<file path="src/rtl/addsub_pipe_pkg.sv">
// rtl/addsub_pipe_pkg.sv - shared opcodes, stage-count helper and per-stage control payload
package addsub_pipe_pkg;

    localparam logic OP_ADD = 1'b0;
    localparam logic OP_SUB = 1'b1;

    function automatic int stages(input int width, input int chunk);
        return (width / chunk < 1) ? 1 : width / chunk;
    endfunction

    // Control half of the stage payload; the module pairs it with WIDTH-sized skew/deskew vectors.
    typedef struct packed {
        logic valid;
        logic carry;
        logic ovf;
        logic sat;
    } stage_ctrl_t;

endpackage

</file>
<file path="src/rtl/addsub_chunk.sv">
// rtl/addsub_chunk.sv - combinational CHUNK-bit slice adder with carry into its MSB
module addsub_chunk #(
    parameter int CHUNK = 8
) (
    input  logic [CHUNK-1:0] x,
    input  logic [CHUNK-1:0] y,
    input  logic             cin,
    output logic [CHUNK-1:0] s,
    output logic             cout,
    output logic             c_msb_in
);

    logic [CHUNK:0] w_sum;

    assign w_sum    = {1'b0, x} + {1'b0, y} + {{CHUNK{1'b0}}, cin};
    assign s        = w_sum[CHUNK-1:0];
    assign cout     = w_sum[CHUNK];
    // Carry into the top bit recovered from the sum bit, so it works for any CHUNK >= 1.
    assign c_msb_in = w_sum[CHUNK-1] ^ x[CHUNK-1] ^ y[CHUNK-1];

endmodule

</file>
<file path="src/rtl/addsub_pipe.sv">
// rtl/addsub_pipe.sv - carry-pipelined add/sub, one CHUNK slice per stage; ADDSUB_PIPE_SAT_EN adds saturation
module addsub_pipe
    import addsub_pipe_pkg::*;
#(
    parameter int WIDTH = 16,
    parameter int CHUNK = 8
) (
    input  logic             clk,
    input  logic             rst,
    input  logic             in_valid,
    output logic             in_ready,
    input  logic [WIDTH-1:0] a,
    input  logic [WIDTH-1:0] b,
    input  logic             sub,
`ifdef ADDSUB_PIPE_SAT_EN
    input  logic             sat,
`endif
    output logic             out_valid,
    input  logic             out_ready,
    output logic [WIDTH-1:0] result,
    output logic             cout,
    output logic             ovf,
    output logic             zero
);

    localparam int STAGES = stages(WIDTH, CHUNK);

    typedef struct packed {
        stage_ctrl_t      ctrl;
        logic [WIDTH-1:0] a;
        logic [WIDTH-1:0] b;
        logic [WIDTH-1:0] res;
    } stage_t;

    stage_t r_st  [STAGES];
    stage_t w_src [STAGES];
    stage_t w_nxt [STAGES];
    stage_t w_head;
    stage_t w_last;
    logic   w_en;
    logic   w_sat_in;

`ifdef ADDSUB_PIPE_SAT_EN
    assign w_sat_in = sat;
`else
    assign w_sat_in = 1'b0;
`endif

    // Subtract enters as a + ~b with carry-in 1 on slice 0.
    always_comb begin
        w_head            = '0;
        w_head.ctrl.valid = in_valid;
        w_head.ctrl.carry = (sub == OP_SUB);
        w_head.ctrl.sat   = w_sat_in;
        w_head.a          = a;
        w_head.b          = (sub == OP_SUB) ? ~b : b;
    end

    for (genvar k = 0; k < STAGES; k++) begin : g_stage
        logic [CHUNK-1:0] w_s;
        logic             w_cout;
        logic             w_c_msb;
        stage_t           w_n;

        if (k == 0) begin : g_first
            assign w_src[k] = w_head;
        end else begin : g_next
            assign w_src[k] = r_st[k-1];
        end

        addsub_chunk #(.CHUNK(CHUNK)) u_chunk (
            .x        (w_src[k].a[k*CHUNK +: CHUNK]),
            .y        (w_src[k].b[k*CHUNK +: CHUNK]),
            .cin      (w_src[k].ctrl.carry),
            .s        (w_s),
            .cout     (w_cout),
            .c_msb_in (w_c_msb)
        );

        // Only the last stage's ovf is meaningful; earlier stages overwrite it harmlessly.
        always_comb begin
            w_n                        = w_src[k];
            w_n.res[k*CHUNK +: CHUNK]  = w_s;
            w_n.ctrl.carry             = w_cout;
            w_n.ctrl.ovf               = w_cout ^ w_c_msb;
        end

        assign w_nxt[k] = w_n;
    end

`ifdef ADDSUB_PIPE_SAT_EN
    // On overflow both effective signs agree, so a's sign alone picks the clamp direction.
    always_comb begin
        w_last = w_nxt[STAGES-1];
        if (w_last.ctrl.sat && w_last.ctrl.ovf) begin
            w_last.res = w_src[STAGES-1].a[WIDTH-1] ? {1'b1, {(WIDTH-1){1'b0}}}
                                                    : {1'b0, {(WIDTH-1){1'b1}}};
        end
    end
`else
    assign w_last = w_nxt[STAGES-1];
`endif

    assign w_en = !r_st[STAGES-1].ctrl.valid || out_ready;

    always_ff @(posedge clk or posedge rst) begin
        if (rst) begin
            for (int k = 0; k < STAGES; k++) begin
                r_st[k] <= '0;
            end
        end else if (w_en) begin
            for (int k = 0; k < STAGES - 1; k++) begin
                r_st[k] <= w_nxt[k];
            end
            r_st[STAGES-1] <= w_last;
        end
    end

    assign in_ready  = w_en;
    assign out_valid = r_st[STAGES-1].ctrl.valid;
    assign result    = r_st[STAGES-1].res;
    assign cout      = r_st[STAGES-1].ctrl.carry;
    assign ovf       = r_st[STAGES-1].ctrl.ovf;
    assign zero      = r_st[STAGES-1].ctrl.valid && (r_st[STAGES-1].res == '0);

endmodule

</file>
<file path="config.mk">
export PLATFORM = sky130hd
export DESIGN_NAME = addsub_pipe
export DESIGN_NICKNAME = d
export VERILOG_FILES = /design/src/rtl/addsub_pipe_pkg.sv /design/src/rtl/addsub_chunk.sv /design/src/rtl/addsub_pipe.sv
export SDC_FILE = /design/constraint.sdc
export NUM_CORES = 1
export LEC_CHECK = 0
export BUFFER_PORTS_ARGS = -buffer_cell sky130_fd_sc_hd__buf_4
export CAP_MARGIN = 10
export CORE_ASPECT_RATIO = 2
export CORE_MARGIN = 3
export CORE_UTILIZATION = 30
export CTS_BUF_LIST = sky130_fd_sc_hd__clkbuf_4
export CTS_CLUSTER_DIAMETER = 50
export DETAILED_ROUTE_END_ITERATION = 7
export GPL_ROUTABILITY_DRIVEN = 0
export PLACE_DENSITY_LB_ADDON = 0.08
export SETUP_SLACK_MARGIN = 0.05
export SKIP_LAST_GASP = 1
export SLEW_MARGIN = 5
export SYNTH_ARGS = -nofsm -noshare
export SYNTH_HDL_FRONTEND = slang
export SYNTH_SLANG_ARGS = --single-unit
</file>
<file path="constraint.sdc">
create_clock -name clk -period 5.1 [get_ports clk]
set_clock_uncertainty 0.05 [all_clocks]
set_input_delay 0.51 -clock clk [delete_from_list [all_inputs] [get_ports clk]]
set_output_delay 0.51 -clock clk [all_outputs]
set_load 0.02 [all_outputs]
</file>
### Yosys cells after proc, flatten, opt, wreduce, memory -nomap -nowiden

Index checks and enable logic that the tools add are counted.

* add/subtract/negate cells: 4
* muxes and demuxes: 1
* bitwise operators: 4
* reductions and logical operators: 4

Operators by type and width (count)
* $add A8 B8 Y9: 2
* $add A9 B1 Y9: 2
* $logic_not A16 Y1: 1
* $mux W16: 1
* $not A16 Y16: 1
* $xor A1 B1 Y1: 3
* $logic_and A1 B1 Y1: 1
* $logic_not A1 Y1: 1
* $logic_or A1 B1 Y1: 1

* register bits after elaboration: 61
* input bits: 37
* output and inout bits: 21
* logic and storage cells: 22

### Logic depth before layout (Yosys ltp)

* depth after elaboration: 5
* mapped depth: 11
* mapped depth without buffers: 9

### By module

A second synthesis with hierarchy kept.

* cell total of the unflattened synthesis: 236
* area total of the unflattened synthesis: 2900.3 µm²

By module, submodules not included
* addsub_pipe: instances 1, cells each 148, area each 2147.1 µm²
* addsub_chunk: instances 2, cells each 44, area each 376.6 µm²

### Worst setup path after synthesis

No wires, ideal clock.

* path kind: input to register
* from: in sub
* to: reg r_st (netlist bit g_stage[1].w_n[6])
* setup time: 0.095 ns
* data arrival time: 2.185 ns
* setup slack: 2.770 ns
* stages on the path: 11
* path buffers: 2
* cell sequence: buf_6 -> buf_2 -> xor2_1 -> inv_1 -> fa_1 -> nor2b_1 -> o21a_1 -> o21ai_1 -> nand2b_1 -> a211oi_1 -> o31ai_1

* word-level cells in the longest chain between the ends: 3

Ends and longest elaborated chain
* start: declaration: line addsub_pipe.sv:14 `input logic sub,`
* $mux W16: line addsub_pipe.sv:56 `w_head.b = (sub == OP_SUB) ? ~b : b;`
* $add A8 B8 Y9: line addsub_chunk.sv:15 `assign w_sum = {1'b0, x} + {1'b0, y} + {{CHUNK{1'b0}}, cin};`
* $add A9 B1 Y9 *: line addsub_chunk.sv:15
* end signal: indexed assignment: line addsub_pipe.sv:113 `r_st[k] <= w_nxt[k];`
* end signal: indexed assignment: line addsub_pipe.sv:115 `r_st[STAGES-1] <= w_last;`
* end: declaration: line addsub_pipe.sv:35 `stage_t r_st [STAGES];`

Every way passes the cells marked *; elsewhere a longest branch is shown, timed or not.
A chain may end at the register's enable or synchronous reset.

### Final worst setup path

* from: reg r_st (netlist bit out_valid)
* to: out in_ready

* word-level cells in the longest chain between the ends: 2

Ends and longest elaborated chain
* $logic_not A1 Y1: line addsub_pipe.sv:104 `assign w_en = !r_st[STAGES-1].ctrl.valid || out_ready;`
* $logic_or A1 B1 Y1: line addsub_pipe.sv:104
* end: declaration: line addsub_pipe.sv:11 `output logic in_ready,`

No other way between the ends.

==> impl_results.md <==
- Global-route wire length before repair: roughly 10000 um
- CP max FO: 52
- Setup bufs post-CTS: 0
- Max clock buf depth: 2
- Initial core utilization: a little under a third
- Leakage: around 1.5 nW
- Drt initial violations: 71
- Async S/R FF share, synth: between 90% and 100%
- DR vias: roughly 1.9k
- CP endpoint kind: output port
- Post-route DRC violation count: 0
- DR vias/cell: around 4.6
- Clk sinks: 45
- Final setup viols: 0
- Row cnt: 46
- Vias in the first global route: ~2k
- Hold crit path type: primary input to asynchronous set/reset pin
- Clock transition at path regs: 0.14 ns
- Largest area contributor in the synthesized netlist: dfrtp_1
- Die width: 70.2 um
- Pwr/cell area: between 400 and 500 nW/um2
- Synth Flop Type: dfrtp_1
- Peak Freq: roughly 0.38 GHz
- Initial DRT Pass Iterations: 4
- Most numerous cell in the Yosys netlist: nand2_1
- Post-CTS Resized: 0
- Peak VDD IR: about 0.13 mV
- Hold Vio Cnt, Final: 0
- Top post-synthesis cells by count: 74 x nand2_1, 45 x dfrtp_1, 18 x o21ai_0
- DRT Wirelength: 5840 um
- Synth top area share: 45.6%
- Synthesized instance count: 270
- Mapped Nets: 324
- CTS root buf: clkbuf_4
- Gr ovfl total: 0
- Status: complete, no violations
- Yosys reg bits: 45
- Leading post-synthesis cells by cell area: dfrtp_1 46%, nand2_1 11%, ha_1 7.1%
- Global Route Usage Sum: between 10% and 20%
- Total Negative Setup Slacks: 0 ns
- CTS tree: built
- Slew margin rel.: around 58%
- Placeable Area: 8000 um2
- Mapped cell area: 2470 um2
- EDFF count, synth: 0
- Filler cell count: 877
- Placed cells: around 410
- Die H: about 130 um
- Slew @ Worst Pin: 0.626 ns
- Area Growth Syn to Fin: 23.3%
- Antenna violations before repair: 1
- Count of unique library cells instantiated by Yosys: 35
- Met2 WL: between 3000 and 4000 um
- Max-slew violations: 0
- I/O pin count: between 50 and 60
- Clk_lat worst skew: 0.37 ns
- Wl on met1: 2060 um
- Pin count of the biggest net entering global routing: between 50 and 60
- DP Wirelength: between 4000 and 5000 um
- Critical path type: flip-flop to output port
- Final Cycle Share: 51.4%
- Synth warnings: 0
- CTS Buf Count: 5
- DIE AREA: around 9400 um2
- Syn avg cell area: between 9 and 10 um2
- Critical path launch point type: flip-flop
- WP data required: about 4.5 ns
- Drt wl/cell: approximately 14 um
- Non-filler cells, final: 422
- DRT antenna net count: 0
- RSZ-0062 raised after global routing: false
- Share of layout cells above drive strength 1: about 22%
- Final #Nets: 378
- Post-cts hold buffer count: 0
- Htree depth: 2
- Register area share after synthesis: a little under half
- Port Buf Inserts: 57
- Arrival time of the worst setup path: around 2.1 ns
- Highest routed layer: met4
- Max capacitance violation total: 0
- Final min period: roughly 2.6 ns
- Met3 WL post-DR: roughly 250 um
- Hold slack: approximately 0.21 ns
==> where the power goes <==
part           switching (mW)  internal [mW]  total (mW)
combinational           0.282          0.233       0.515
clock                   0.120         0.0580       0.178
sequential             0.0745          0.455       0.529
total                   0.476          0.746        1.22
==> area by class of cell <==
class | count | area [um2] | area share, %
Antenna cell | 1 | 2.50 | 0.0822
Multi-Input combinational cell | 205 | 1270 | 41.6
Clock buffer | 6 | 45.0 | 1.48
Clock inverter | 2 | 10.0 | 0.329
Tap cell | 96 | 120 | 3.95
Sequential cell | 45 | 1130 | 37.0
Inverter | 8 | 30.0 | 0.986
Timing Repair Buffer | 59 | 443 | 14.5
==> metal layers <==
metal | track usage (%) | vias up
li1 | - | 998
met4 | 5.76 | 0
met3 | 2.78 | 5
met5 | 0 | -
met1 | 13.8 | 901
met2 | 25.1 | 41
==> stage by stage <==
stage | setup WS (ns) | util, % | instance area, um2 | power [mW]
2_1_floorplan | 2.77 | - | 2470 | 0.862
3_3_place_gp | 2.65 | 37.3 | 2990 | 1.06
3_5_place_dp | 2.62 | 37.3 | 2990 | 1.07
4_1_cts | 2.39 | 38.0 | 3040 | 1.25
5_1_grt | 2.27 | 38.1 | 3040 | 1.32
6_report | 2.48 | 38.1 | 3040 | 1.22
==> worst max-delay path, stage by stage, from the launching register on <==
cell	delay [ns]
dfrtp_1	0.42
nor2b_4	0.15
buf_4	0.43
inv_2	0.40
buf_4	0.28
==> sequential cells by signal (all words and copies together), names as in the netlist <==
| register | flops |
|---|---|
| ovf | 1 |
| result | 16 |
| g_stage.w_n | 25 |
| out_valid | 1 |
| r_st | 1 |
| cout | 1 |
==> worst paths after layout <==
check,startpoint,to,slack (ns),cells after the start
worst max-delay path,out_valid,in_ready,2.48,4
worst min-delay path,rst,cout,0.21,3
worst max register to register,r_st[102],ovf,2.77,9
worst min register to register,g_stage[1].w_n[51],out_valid,0.42,1
max in group asynchronous,rst,result[10],4.38,3
min in group clk,a[14],g_stage[1].w_n[46],0.27,3
==> cells in the final DEF, fill, tap and decap left out, types with 2 or more instances in the layout <==
master and count:
a211oi_1 4, a21o_1 3, a21oi_1 12, buf_4 59, clkbuf_4 6, clkinv_2 2
dfrtp_1 45, fa_1 3, ha_1 14, inv_1 6, nand2_1 74, nand2b_1 3
nor2_1 15, nor2b_1 2, nor4_1 3, o21a_1 4, o21ai_0 18, o21ai_1 7
o21bai_1 2, xnor2_1 14, xor2_1 14
==> cells by family (layout without fill, tap and decap cells) <==
logic type	count (synthesis)	count (layout)	share of synthesized area (%)
xor gates and xnor gates	28	28	9.93
DFF	45	45	45.6
muxes	1	1	0.608
buffers and inverters	20	75	3.39
other	0	1	0
AOI/OAI and AO/OA	57	57	14.1
and+or+nand+nor	102	102	16.9
adders and majority gates	17	17	9.52
No activity file was read; power rests on OpenSTA's default activity.
